--- config.mk ---
export PLATFORM = sky130hd
export DESIGN_NAME = irq_controller
export DESIGN_NICKNAME = d
export VERILOG_FILES = /design/src/rtl/irq_controller.sv
export SDC_FILE = /design/constraint.sdc
export NUM_CORES = 1
export LEC_CHECK = 0
export CORE_MARGIN = 4
export CORE_UTILIZATION = 30
export DETAILED_ROUTE_END_ITERATION = 12
export HOLD_SLACK_MARGIN = 0.02
export PLACE_DENSITY = 0.67
export REMOVE_ABC_BUFFERS = 1
export SLEW_MARGIN = 25
export SYNTH_ARGS = -nofsm -noshare
export SYNTH_HDL_FRONTEND = slang
export SYNTH_SLANG_ARGS = --single-unit
--- constraint.sdc ---
create_clock -name clk -period 2.4 [get_ports clk]
set_input_delay 0.36 -clock clk [delete_from_list [all_inputs] [get_ports clk]]
set_output_delay 0.36 -clock clk [all_outputs]
set_load 0.02 [all_outputs]
--- src/rtl/irq_controller.sv ---
// Edge-triggered interrupt controller: latches rising edges into a pending register,
// masks, picks the highest eligible index, and hands it out with a req/ack/eoi handshake.
module irq_controller #(
  parameter int NUM_IRQ = 3,
  parameter int ID_W    = $clog2(NUM_IRQ)
) (
  input  logic               clk,
  input  logic               reset,
  input  logic [NUM_IRQ-1:0] irq,
  input  logic [NUM_IRQ-1:0] mask,
  input  logic               int_ack,
  input  logic               eoi,
  output logic               int_req,
  output logic [ID_W-1:0]    int_id,
  output logic               busy,
  output logic [NUM_IRQ-1:0] pending
);

  typedef enum logic [1:0] {
    IDLE    = 2'd0,
    REQ     = 2'd1,
    SERVICE = 2'd2
  } state_t;

  state_t             r_state;
  logic [NUM_IRQ-1:0] r_irq_d;
  logic [NUM_IRQ-1:0] r_pending;
  logic [ID_W-1:0]    r_id;
  logic               r_int_req;
  logic               r_busy;

  logic [NUM_IRQ-1:0] w_rise;
  logic [NUM_IRQ-1:0] w_eligible;
  logic [NUM_IRQ-1:0] w_clr;
  logic [ID_W-1:0]    w_winner;
  logic               w_ack_taken;

  assign w_rise      = irq & ~r_irq_d;
  assign w_eligible  = r_pending & ~mask;
  assign w_ack_taken = (r_state == REQ) && int_ack;

  // Later indices overwrite earlier ones, so the highest eligible line wins.
  always_comb begin
    w_winner = '0;
    w_clr    = '0;
    for (int i = 0; i < NUM_IRQ; i++) begin
      if (w_eligible[i]) w_winner = ID_W'(i);
      w_clr[i] = w_ack_taken && (r_id == ID_W'(i));
    end
  end

  // A fresh edge in the ack cycle is a new event, so the set term dominates the clear.
  always_ff @(posedge clk) begin
    if (reset) begin
      r_irq_d   <= '0;
      r_pending <= '0;
    end else begin
      r_irq_d   <= irq;
      r_pending <= (r_pending & ~w_clr) | w_rise;
    end
  end

  always_ff @(posedge clk) begin
    if (reset) begin
      r_state   <= IDLE;
      r_id      <= '0;
      r_int_req <= 1'b0;
      r_busy    <= 1'b0;
    end else begin
      case (r_state)
        IDLE: begin
          if (|w_eligible) begin
            r_id      <= w_winner;
            r_int_req <= 1'b1;
            r_state   <= REQ;
          end
        end
        REQ: begin
          if (int_ack) begin
            r_int_req <= 1'b0;
            r_busy    <= 1'b1;
            r_state   <= SERVICE;
          end
        end
        SERVICE: begin
          if (eoi) begin
            r_busy  <= 1'b0;
            r_state <= IDLE;
          end
        end
        default: begin
          r_int_req <= 1'b0;
          r_busy    <= 1'b0;
          r_state   <= IDLE;
        end
      endcase
    end
  end

  assign int_req = r_int_req;
  assign int_id  = r_id;
  assign busy    = r_busy;
  assign pending = r_pending;

endmodule

==> impl_metrics.py <==
metrics = {
    "power": {
        "p_clk_share_pct": 26.3,
        "p_leak_nw": 0.269,
        "switchingPower_mw": 0.116,
        "ir_worst_vdd_mv": 0.270,
        "powerDensity_mw_per_mm2": 626,
        "p_int_mw": 0.325,
        "seqPwrFrac_pct": 52.7,
        "combPwrFrac_pct": 21.0,
        "p_sw_share_pct": 26.2,
        "finalPower_mw": 0.441,
    },
    "logic_synthesis": {
        "yosysMostFrequentCell": "dfxtp_1",
        "ys_seq_area_share_pct": 46.4,
        "synth_top_area_cell": "dfxtp_1",
        "synthArstFlopShare_pct": 0,
        "yosys_warnings": 0,
        "ys_ff_latch": 12,
        "ys_top_cells_by_area": "dfxtp_1, a21oi_1, nand2b_1",
        "synth_edf_count": 0,
        "netlist_area_um2": 518,
        "synth_top_area_share_pct": 46.4,
        "syn_inst": 55,
        "synth_cell_types": 21,
        "synth_top_flop_cell": "dfxtp_1",
        "avgSynthCellArea_um2": 9.42,
        "synthTopCellsByCount": "dfxtp_1, a21oi_1, inv_1, nand2b_1, nor2b_1",
    },
    "global_route": {
        "track_usage_pct": 9.98,
        "grt_pass1_vias": 400,
        "grt_max_degree": 14,
        "overflow": 0,
        "grt_pass1_wl_um": 1790,
        "antenna_found_initial": 0,
    },
    "sta": {
        "finalSetupViolCount": 0,
        "hold_viol": 0,
        "whs_ns": 0.463,
        "fin_crit_sh_pct": 70.2,
        "period_needed_ns": 1.69,
        "finalSetupTns_ns": 0,
        "max_freq_mhz": 593,
        "slew_headroom_pct": 70.8,
        "final.setup_skew_ns": 0.00366,
        "rsz0062_at_grt": "false",
        "maxSlewViolCount": 0,
        "worstMarginPinSlew_ns": 0.437,
    },
    "worst_setup_path": {
        "cp_num_cells": 1,
        "r2r_cells": 3,
        "cp.arrival_ns": 1.33,
        "slowest_stage": "clkdlybuf4s50_1",
        "path_max_fanout": 6,
        "required_ns": 2.04,
        "rrSetupSlack_ns": 1.28,
        "crit_path_cell_trace": "clkdlybuf4s50_1",
        "endpoint_kind": "output port",
        "cp_num_buf_inv": 1,
        "worst_setup_path_start_kind": "flip-flop",
        "worstSetupPathType": "reg2out",
        "reg2reg_from": "r_state[0]",
        "cp_top_family": "buffers and inverters",
        "r2r-end": "pending[2]",
        "worst_path_largest_cell_delay_ns": 0.64,
    },
    "die": {
        "num_rows": 14,
        "core_mm2": 0.00158,
        "io_pins": 17,
        "initial_core_util_pct": 32.9,
        "die_area_mm2": 0.00246,
        "die_h_um": 49.6,
        "die_x_um": 49.6,
    },
    "worst_hold_path": {
        "hp-start": "busy",
        "min_to": "busy",
        "hold_class": "reg2reg",
        "whs_path_depth": 2,
    },
    "placement": {
        "postPlaceCellArea_um2": 682,
        "io_buffers": 16,
        "gp_congestion": 0.736,
        "dpl.hpwl_um": 748,
    },
    "layout": {
        "design_area_um2": 704,
        "finalNetCount": 84,
        "diodes": 0,
        "areaGrowthSynthToFinish_pct": 36.0,
        "drive_above_1_share_pct": 9.72,
        "fillCellCount": 177,
        "postLayoutCoreUtil_pct": 44.7,
    },
    "detailed_routing": {
        "wl_per_cell_um": 11.4,
        "route.detailed.drc": 0,
        "drt_wl_total_um": 1010,
        "postRouteAntennaNets": 0,
        "vias_per_cell": 4.72,
        "first_pass_iters": 4,
        "drt_iter0_drc": 3,
        "num_vias": 415,
    },
    "clock_tree": {
        "htreeDepth": 1,
        "clkTransAtPathRegs_ns": 0.07,
        "cts_num_sinks": 12,
        "clk-insertion-delay-late_ns": 0.26,
        "holdBufCountCts": 0,
        "root_buffer": "clkbuf_4",
        "cts_tree": "done",
        "numCtsBuffers": 3,
        "post_cts.repair.setup_buffers": 0,
        "ctsResizeCount": 0,
        "max-clock-path-buffers": 2,
    },
    "run": {
        "cap_violations": 0,
    },
    "outcome": {
        "outcome": "finished, final reports clean",
    },
}
flip-flops by register name (all words and copies together) (netlist names):
signal	flops
pending	3
r_irq_d	3
int_id	2
r_state	2
busy	1
int_req	1
cell type report:
| class | count | area, um2 | share of cell area [%] |
|---|---|---|---|
| multi-input cells | 37 | 246 | 35.0 |
| flip-flops and latches | 12 | 240 | 34.1 |
| repair buffers | 16 | 160 | 22.7 |
| clock buffers | 3 | 22.5 | 3.20 |
| well taps | 16 | 20.0 | 2.84 |
| inverters | 4 | 15.0 | 2.13 |
power groups by stage:
stage               registers [mW]  clock network, mW  logic (mW)
CTS                          0.232              0.123      0.0936
detailed placement           0.237                  0      0.0932
finish                       0.233              0.116      0.0926
floorplan                    0.246                  0      0.0361
global placement             0.237                  0      0.0925
global route                 0.236              0.130       0.103
cells in the final DEF, fill, tap and decap left out:
cell / netlist / routed
nand2_1: 3 / 3
nand3b_4: 1 / 1
a21oi_1: 8 / 8
a221oi_1: 1 / 1
nand2b_1: 4 / 4
a211oi_1: 1 / 1
o31ai_1: 3 / 3
nor4b_2: 1 / 1
o21ai_1: 2 / 2
o21ai_0: 1 / 1
inv_1: 4 / 4
or2b_1: 1 / 1
or2_4: 1 / 1
a211o_1: 1 / 1
nand3b_1: 2 / 2
clkdlybuf4s50_1: 0 / 16
clkbuf_4: 0 / 3
dfxtp_1: 12 / 12
nor2b_1: 4 / 4
o21ai_2: 1 / 1
nor2_1: 2 / 2
stage by stage:
stage	std cells	worst slack (ns)
4_1_cts	88	0.697
2_1_floorplan	53	1.37
3_3_place_gp	85	0.864
3_5_place_dp	85	0.870
6_report	88	0.714
5_1_grt	88	0.640
worst max-delay path by stage:
stage	slack (ns)	to	from
finish	0.71	int_id[1]	int_id[1]
CTS	0.70	int_id[1]	int_id[1]
detailed placement	0.87	r_state[0]	reset
floorplan	1.37	int_id[0]	pending[0]
global route	0.64	int_id[1]	int_id[1]
global placement	0.86	int_req	mask[2]
logic make-up (layout without fill, tap and decap cells):
| logic type | count (synthesis) | in the layout | share of synthesized area (%) |
|---|---|---|---|
| buffers and inverters | 6 | 23 | 6.04 |
| flip-flops | 12 | 12 | 46.4 |
| AND/OR/NAND/NOR | 19 | 19 | 26.1 |
| AO/OA/AOI/OAI | 18 | 18 | 21.5 |
routing by layer:
metal | up-vias | GRT usage [%] | share of wire (%)
met2 | 11 | 14.1 | 40
li1 | 225 | - | -
met1 | 177 | 11.5 | 51
met4 | 0 | 8.29 | 1.9
met5 | - | 0 | 0
met3 | 2 | 4.22 | 7.2
No activity file was read; power rests on OpenSTA's default activity.
